### config.mk
export PLATFORM = sky130hd
export DESIGN_NAME = aes_round_sequencer
export DESIGN_NICKNAME = d
export VERILOG_FILES = /design/src/rtl/aes_ctrl_pkg.sv /design/src/rtl/aes_step_pulse.sv /design/src/rtl/aes_round_sequencer.sv
export SDC_FILE = /design/constraint.sdc
export NUM_CORES = 1
export LEC_CHECK = 0
export CAP_MARGIN = 20
export CORE_ASPECT_RATIO = 0.8
export CORE_MARGIN = 3
export CORE_UTILIZATION = 49
export CTS_CLUSTER_DIAMETER = 200
export DETAILED_ROUTE_END_ITERATION = 10
export PLACE_DENSITY = 0.72
export SETUP_SLACK_MARGIN = 0.02
export SYNTH_ARGS = -nofsm -noshare
export SYNTH_HDL_FRONTEND = slang
export SYNTH_HIERARCHICAL = 1
export SYNTH_SLANG_ARGS = --single-unit
### constraint.sdc
create_clock -name CLK -period 3 [get_ports CLK]
set_input_delay 0.45 -clock CLK [delete_from_list [all_inputs] [get_ports CLK]]
set_output_delay 0.45 -clock CLK [all_outputs]
set_load 0.005 [all_outputs]
### src/rtl/aes_ctrl_pkg.sv
// Shared types and constants for the AES-128 decryption round sequencer.
package aes_ctrl_pkg;

  localparam int AES_NUM_ROUNDS = 10;
  localparam int AES_NUM_COLS   = 4;
  localparam int AES_ROUND_W    = 4;

  typedef enum logic [3:0] {
    ST_IDLE     = 4'd0,
    ST_INIT     = 4'd1,
    ST_KEYWAIT  = 4'd2,
    ST_ARK      = 4'd3,
    ST_ISR      = 4'd4,
    ST_ISB_WAIT = 4'd5,
    ST_ISB_LOAD = 4'd6,
    ST_IMC      = 4'd7,
    ST_DONE     = 4'd8
  } aes_ctrl_state_t;

  // States whose cycle commits a datapath result (and can be held in debug mode).
  function automatic logic is_load_state(aes_ctrl_state_t s);
    return (s == ST_ARK) || (s == ST_ISR) || (s == ST_ISB_LOAD) || (s == ST_IMC);
  endfunction

endpackage

### src/rtl/aes_step_pulse.sv
// Two-flop synchronizer plus rising-edge one-shot for the asynchronous step button.
module aes_step_pulse (
  input  logic clk_i,
  input  logic rst_n_i,
  input  logic step_i,
  output logic pulse_o
);

  logic sync1_q;
  logic sync2_q;
  logic prev_q;

  always_ff @(posedge clk_i or negedge rst_n_i) begin
    if (!rst_n_i) begin
      sync1_q <= 1'b0;
      sync2_q <= 1'b0;
      prev_q  <= 1'b0;
    end else begin
      sync1_q <= step_i;
      sync2_q <= sync1_q;
      prev_q  <= sync2_q;
    end
  end

  assign pulse_o = sync2_q & ~prev_q;

endmodule

### src/rtl/aes_round_sequencer.sv
// Control FSM sequencing the shared AES-128 decryption datapath through one inverse cipher.
//
// state       | meaning
// ST_IDLE     | waiting for AES_START, all outputs low
// ST_INIT     | load message and key into the datapath
// ST_KEYWAIT  | key schedule settling (KEYEXP_WAIT cycles)
// ST_ARK      | AddRoundKey with the current round key
// ST_ISR      | InvShiftRows
// ST_ISB_WAIT | InvSubBytes ROM read in flight (SUBBYTE_LAT cycles)
// ST_ISB_LOAD | InvSubBytes ROM data valid, commit
// ST_IMC      | InvMixColumns, one column per cycle
// ST_DONE     | plaintext in State, wait for AES_START low
module aes_round_sequencer
  import aes_ctrl_pkg::*;
#(
  parameter int unsigned KEYEXP_WAIT = 12,
  parameter int unsigned SUBBYTE_LAT = 1
) (
  input  logic       CLK,
  input  logic       RESET,
  input  logic       AES_START,
  input  logic       AES_DEBUG,
  input  logic       AES_STEP,
  output logic       AES_DONE,
  output logic       Initialization_En,
  output logic       AddKey_En,
  output logic       ShiftRow_En,
  output logic       SubByte_En,
  output logic       MixColumn_En,
  output logic       SubByte_Read,
  output logic       Load_En,
  output logic [3:0] Round,
  output logic [1:0] Column
);

  localparam int unsigned WAIT_MAX = (KEYEXP_WAIT > SUBBYTE_LAT) ? KEYEXP_WAIT : SUBBYTE_LAT;
  localparam int          WAIT_W   = $clog2(WAIT_MAX + 1);
  localparam logic [WAIT_W-1:0]      KEYWAIT_LOAD = WAIT_W'(KEYEXP_WAIT - 1);
  localparam logic [WAIT_W-1:0]      ISBWAIT_LOAD = WAIT_W'(SUBBYTE_LAT - 1);
  localparam logic [AES_ROUND_W-1:0] LAST_ROUND   = AES_ROUND_W'(AES_NUM_ROUNDS);
  localparam logic [1:0]             LAST_COL     = 2'(AES_NUM_COLS - 1);

  aes_ctrl_state_t        state_q, state_d;
  logic                   hold_q, hold_d;
  logic [WAIT_W-1:0]      wait_q, wait_d;
  logic [AES_ROUND_W-1:0] round_q, round_d;
  logic [1:0]             col_q, col_d;

  logic step_pulse;
  logic hold_release;

  logic init_q, addkey_q, shiftrow_q, subbyte_q, mixcol_q, subread_q, load_q, done_q;

  aes_step_pulse u_step (
    .clk_i   (CLK),
    .rst_n_i (RESET),
    .step_i  (AES_STEP),
    .pulse_o (step_pulse)
  );

  // Dropping debug while parked releases the hold so the sequencer cannot deadlock.
  assign hold_release = step_pulse | ~AES_DEBUG;

  always_comb begin
    state_d = state_q;
    hold_d  = hold_q;
    wait_d  = wait_q;
    round_d = round_q;
    col_d   = col_q;
    unique case (state_q)
      ST_IDLE: begin
        round_d = '0;
        col_d   = '0;
        hold_d  = 1'b0;
        if (AES_START) state_d = ST_INIT;
      end
      ST_INIT: begin
        round_d = '0;
        col_d   = '0;
        wait_d  = KEYWAIT_LOAD;
        state_d = ST_KEYWAIT;
      end
      ST_KEYWAIT: begin
        if (wait_q == '0) begin
          state_d = ST_ARK;
          hold_d  = AES_DEBUG;
        end else begin
          wait_d = wait_q - WAIT_W'(1);
        end
      end
      ST_ARK: begin
        if (hold_q) begin
          if (hold_release) hold_d = 1'b0;
        end else if (round_q == '0) begin
          state_d = ST_ISR;
          round_d = round_q + AES_ROUND_W'(1);
          hold_d  = AES_DEBUG;
        end else if (round_q == LAST_ROUND) begin
          state_d = ST_DONE;
        end else begin
          state_d = ST_IMC;
          col_d   = '0;
          hold_d  = AES_DEBUG;
        end
      end
      ST_ISR: begin
        if (hold_q) begin
          if (hold_release) hold_d = 1'b0;
        end else begin
          state_d = ST_ISB_WAIT;
          wait_d  = ISBWAIT_LOAD;
        end
      end
      ST_ISB_WAIT: begin
        if (wait_q == '0) begin
          state_d = ST_ISB_LOAD;
          hold_d  = AES_DEBUG;
        end else begin
          wait_d = wait_q - WAIT_W'(1);
        end
      end
      ST_ISB_LOAD: begin
        if (hold_q) begin
          if (hold_release) hold_d = 1'b0;
        end else begin
          state_d = ST_ARK;
          hold_d  = AES_DEBUG;
        end
      end
      ST_IMC: begin
        if (hold_q) begin
          if (hold_release) hold_d = 1'b0;
        end else if (col_q == LAST_COL) begin
          state_d = ST_ISR;
          col_d   = '0;
          round_d = round_q + AES_ROUND_W'(1);
          hold_d  = AES_DEBUG;
        end else begin
          col_d  = col_q + 2'd1;
          hold_d = AES_DEBUG;
        end
      end
      ST_DONE: begin
        hold_d = 1'b0;
        if (!AES_START) begin
          state_d = ST_IDLE;
          round_d = '0;
          col_d   = '0;
        end
      end
      default: begin
        state_d = ST_IDLE;
        hold_d  = 1'b0;
        round_d = '0;
        col_d   = '0;
      end
    endcase
  end

  always_ff @(posedge CLK or negedge RESET) begin
    if (!RESET) begin
      state_q <= ST_IDLE;
      hold_q  <= 1'b0;
      wait_q  <= '0;
      round_q <= '0;
      col_q   <= '0;
    end else begin
      state_q <= state_d;
      hold_q  <= hold_d;
      wait_q  <= wait_d;
      round_q <= round_d;
      col_q   <= col_d;
    end
  end

  // Outputs are decoded from the next state so they are registered yet aligned with it.
  always_ff @(posedge CLK or negedge RESET) begin
    if (!RESET) begin
      init_q     <= 1'b0;
      addkey_q   <= 1'b0;
      shiftrow_q <= 1'b0;
      subbyte_q  <= 1'b0;
      mixcol_q   <= 1'b0;
      subread_q  <= 1'b0;
      load_q     <= 1'b0;
      done_q     <= 1'b0;
    end else begin
      init_q     <= (state_d == ST_INIT);
      addkey_q   <= (state_d == ST_ARK);
      shiftrow_q <= (state_d == ST_ISR);
      subbyte_q  <= (state_d == ST_ISB_WAIT) || (state_d == ST_ISB_LOAD);
      mixcol_q   <= (state_d == ST_IMC);
      subread_q  <= (state_d == ST_ISB_LOAD);
      load_q     <= is_load_state(state_d) && !hold_d;
      done_q     <= (state_d == ST_DONE);
    end
  end

  assign Initialization_En = init_q;
  assign AddKey_En         = addkey_q;
  assign ShiftRow_En       = shiftrow_q;
  assign SubByte_En        = subbyte_q;
  assign MixColumn_En      = mixcol_q;
  assign SubByte_Read      = subread_q;
  assign Load_En           = load_q;
  assign AES_DONE          = done_q;
  assign Round             = round_q;
  assign Column            = col_q;

endmodule

* Yosys cells after proc, flatten, opt, wreduce, memory -nomap -nowiden
Index checks and enable logic that the tools add are counted.
Cells by class: add/subtract/negate cells 3, equal/unequal tests 26, mux-type cells 36, bitwise gates (word level) 5, reduce and logical (&&, ||, !) cells 16
Operator list (number):
- 4-bit two-way mux | 18
- 4-bit case mux with 9 select lines | 1
- 4-bit by 3-bit equality test with 1-bit output, second input constant | 8
- 2-bit inequality test, second input constant | 9
- 4-bit case mux with 4 select lines | 1
- 4-bit by 2-bit equality test with 1-bit output, second input constant | 3
- 4-bit equality test, second input constant | 3
- 4-bit logical NOT | 3
- 2-bit two-way mux | 6
- 4-bit case mux with 3 select lines | 1
- 6-bit AND reduction | 2
- 4-bit by 1-bit equality test with 1-bit output, second input constant | 2
- 2-bit case mux with 4 select lines | 1
- 1-bit two-way mux | 7
- 1-bit case mux with 5 select lines | 1
- 4-bit by 1-bit adder with 4-bit output, second input constant | 1
- 1-bit logical OR | 4
- 2-bit OR reduction | 2
- 4-bit OR reduction | 1
- 4-bit by 1-bit subtractor with 4-bit output, second input constant | 1
- 1-bit inverter | 3
- 3-bit AND reduction | 1
- 3-bit nonzero test | 1
- 2-bit by 1-bit adder with 2-bit output, second input constant | 1
- 5 further kinds | 5
Storage, ports and cells: flip-flop bits (word level) 26, input bits 5, output and inout bits 14, logic and storage cells 102

* Depth between registers and ports, before layout
depth in word-level cells 10, mapped depth 8, depth with buffers taken out 8

* Hierarchy
Netlist, hierarchy kept.
By module, submodules not included:
- aes_round_sequencer | times used 1, cells each 155, area an instance 1456.4 um2, seq. area each 575.6 um2
- aes_step_pulse | times used 1, cells each 4, area an instance 88.8 um2, seq. area each 75.1 um2

* Worst setup path after synthesis
Ideal clock, no wire load.
path type register to register, from register wait_q[0], to register wait_q[3], library setup time 0.121 ns, arrival 1.637 ns, required time 2.879 ns, setup slack 1.242 ns, cell stages (with the launch flop) 8, path buffers 0, clock period less this slack 1.758 ns, cells stage by stage dfrtp_1 > inv_1 > ha_1 > or3b_1 > nor3_2 > o41ai_4 > o21ai_1 > a22o_1
On the way: word-level cells in the longest chain between the ends 3, elaborated cells between the ends (all ways) 6, those cells by class add/sub (1); eq/ne (1); mux (2); reduce/logical (2)
Ends and longest elaborated chain:
- start, declared | line aes_round_sequencer.sv:45 | logic [WAIT_W-1:0] wait_q, wait_d;
- start signal, assigned | line aes_round_sequencer.sv:170 | wait_q <= wait_d;
- 4-bit by 1-bit subtractor with 4-bit output / 4-bit logical NOT (equally long branches)
- 4-bit two-way mux / 2-bit inequality test (equally long branches)
- 4-bit case mux with 3 select lines / 3-bit AND reduction (equally long branches)
Parallel ways exist; a longest one is shown, timed or not. The select of a mux whose other input is x is not followed. A chain may end at the register's enable or synchronous reset.

* Worst setup path after layout
from register round_q[0] (netlist: Round[0]), to register round_q[3] (netlist: Round[3])
On the way: word-level cells in the longest chain between the ends 4, elaborated cells between the ends (all ways) 9, those cells by class add/sub (1); eq/ne (1); mux (5); reduce/logical (2)
Ends and longest elaborated chain:
- start, declared | line aes_round_sequencer.sv:46 | logic [AES_ROUND_W-1:0] round_q, round_d;
- start signal, assigned | line aes_round_sequencer.sv:171 | round_q <= round_d;
- 4-bit by 1-bit adder with 4-bit output | line aes_round_sequencer.sv:96, aes_round_sequencer.sv:136
- 4-bit two-way mux (on tied branches) | line aes_round_sequencer.sv:133, aes_round_sequencer.sv:94
- 4-bit two-way mux (on tied branches) | line aes_round_sequencer.sv:131, aes_round_sequencer.sv:92
- 4-bit case mux with 4 select lines | line aes_round_sequencer.sv:70 | unique case (state_q)
Parallel ways exist; a longest one is shown, timed or not. The select of a mux whose other input is x is not followed.

==> metrics.csv <==
stage;metric;value;unit
placed_design;dp.cells;210;
timing;fin_crit;1.98;ns
timing;grt_setup_unrepaired;false;
timing;timing.final.crit_share;0.661;
detailed_routing;vias;1265;
yosys;synthXorXnorAreaFrac;0.00567;
detailed_routing;drtPass1Iterations;4;
detailed_routing;ant_nets;0;
setup_path;worstPathMaxFanout;7;
yosys;synth-seq-cells;26;
die;pin_count;19;
clock_network;ctsHoldBuffers;0;
timing;setup_violations;0;
detailed_routing;wl_per_cell;14.8;um
yosys;yosysSeqAreaShare;0.421;
die;core-area;0.00289;mm2
clock_network;htreeDepth;1;
min_path;hp-class;flip-flop to flip-flop;
setup_path;arrival;2.20;ns
clock_network;post_cts_resized;0;
clock_network;clock-root-buffer;clkbuf_8;
power;max-vdd-ir-drop;558;uV
final_layout;drive_above_1_share;0.131;
clock_network;cts_tree;built;
setup_path;critical_path_class;flip-flop to flip-flop;
power;power_density;1050;mW/mm2
placed_design;dp_hpwl;2340;um
global_routing;grt_use_total;0.191;
die;dieHeight;56.2;um
die;fp.dieW;68.8;um
timing;fmax;504;MHz
final_layout;nNetsFinal;188;
timing;finalHoldViolations;0;
yosys;synth_compound_area_frac;0.223;
yosys;synthCells;159;
timing;maxSlewViolCount;0;
power;leakagePower;0.770;nW
yosys;synth_top_cell_by_area;dfrtp_1;
setup_path;critical_path_required;3.22;ns
setup_path;critPathCaptureType;flip-flop;
yosys;synthAdderAreaFrac;0.0486;
yosys;ys_async_sr_fraction;1.00;
timing;relSlewSlack;0.574;
yosys;synth_area;0.00155;mm2
timing;fin_tns_setup;0;ns
yosys;yosys.area.top_type_share;0.421;
yosys;ys_warn_count;6;
detailed_routing;via_per_inst;5.91;
final_layout;insertedDiodeCount;0;
yosys;ys_top_cells_by_count;dfrtp_1 (26), nand2_1 (15), a21oi_1 (11);
global_routing;grt_pass1_vias;1207;
clock_network;numClockSinks;26;
yosys;synth-simple-area-share;0.244;
yosys;synthTopCellsByArea;dfrtp_1 (42%), ha_1 (4.9%), nand2_1 (3.6%);
run_status;outcome;finished, final reports clean;
clock_network;clk_latency;0.27;ns
yosys;syn_nets;170;
final_layout;final_area;0.00180;mm2
timing;tightest_slew;0.638;ns
yosys;synth_edf_count;0;
detailed_routing;wl;3170;um
timing;hold_slack;0.354;ns
yosys;yosysMostFrequentCell;dfrtp_1;
global_routing;grt-ovfl-total;0;
yosys;synth_ff_type;dfrtp_1;
global_routing;grt_pass1_wl;5660;um
setup_path;startpoint_type;flip-flop;
die;start_util;0.534;
timing;worst_clock_skew;0.00574;ns
yosys;synth_top_family_by_area;simple AND/OR/NAND/NOR gates;
yosys;ys_types;48;
die;rows;17;
global_routing;grt_max_degree;27;
yosys;syn_area_per_cell;9.72;um2
yosys;muxShareOfSynthArea;0;
clock_network;cts_setup_buffers;0;
die;die_area;0.00387;mm2
flow_run;drv_cap;0;
final_layout;area_delta_synth_final;16.7;%
clock_network;cts_buffers;3;
placed_design;placed_cell_area;0.00173;mm2
global_routing;antenna_found_initial;0;
placed_design;io_buffer_count;18;
clock_network;clockBufferDepth;2;
detailed_routing;post-route-drc-count;0;
detailed_routing;first_iter_violations;92;
final_layout;final_cells;214;
clock_network;clk_pin_slew;0.09;ns
placed_design;gp_congestion;0.870;
[metrics by stage]
step                worst slack (ns)  utilization  total power, mW
finish                          1.02        0.623             1.89
global route                   0.790        0.623             2.05
CTS                             1.01        0.623             1.90
detailed placement              1.01        0.599             1.60
global placement                1.06        0.599             1.56
floorplan                       1.24            -             1.36
[routing by layer]
| layer | vias to the layer above | wire (um) | global-route usage |
|---|---|---|---|
| li1 | 606 | - | - |
| met4 | 0 | 27 | 0.0417 |
| met5 | - | 0 | 0 |
| met2 | 57 | 1420 | 0.273 |
| met1 | 598 | 1450 | 0.286 |
| met3 | 4 | 268 | 0.0505 |
[state kept, by name, summed over array words and instances, names as in the netlist, 2 cells and up]
register and cells:
state_q 4, wait_q 4, Column 2, Round 4
[where the power goes]
group	internal (mW)	switching (mW)	leakage [nW]
Combinational	0.449	0.512	0.403
Clock	0.179	0.112	0.0357
Sequential	0.460	0.174	0.330
[layout make-up]
class,instances,area [um2]
tap,38,47.5
sequential,26,651
fill,250,1090
clock buffer,3,41.3
clock inverter,1,30.0
timing repair buffer,19,188
inverter,11,41.3
multi-input combinational,116,805
[cell families (layout without fill, tap and decap cells)]
kind of cell / Yosys count / count (layout)
AO/OA/AOI/OAI: 45 / 45
XOR/XNOR: 1 / 1
adder cells (fa/ha/maj): 6 / 6
buffers and inverters: 17 / 34
flip-flops: 26 / 26
AND/OR/NAND/NOR: 64 / 64
[final timing paths]
kind	endpoint	cells after the start	startpoint	slack, ns
setup / recovery	Round[3]	7	Round[0]	1.02
hold / removal	u_step/sync2_q	0	u_step/sync1_q	0.35
setup reg to reg	Round[3]	7	Round[0]	1.02
hold reg to reg	u_step/sync2_q	0	u_step/sync1_q	0.35
max in group asynchronous	u_step/sync2_q	2	RESET	2.21
min in group asynchronous	Round[2]	2	RESET	0.54
[critical path, cell delays in order (launching register included)]
cell and delay, ns:
dfrtp_1 0.45, inv_1 0.12, ha_1 0.18, nor4b_1 0.32, a211o_2 0.18, o211ai_4 0.10
or4_1 0.48, nand3_1 0.09
[layout by cell type, fill, tap and decap left out, types with 3 or more instances in the layout]
cell and count:
nor2_1 7, nor3_1 6, o21ai_0 7, nand2_1 15
dfrtp_1 26, clkdlybuf4s50_1 18, nor2b_1 4, nand3_1 6
nand2b_1 6, inv_1 8, o21ai_1 4, clkbuf_8 3
inv_2 3, ha_1 6, a21oi_1 11, a211o_1 3
nor3b_1 3
(Power assumes the default switching activity.)
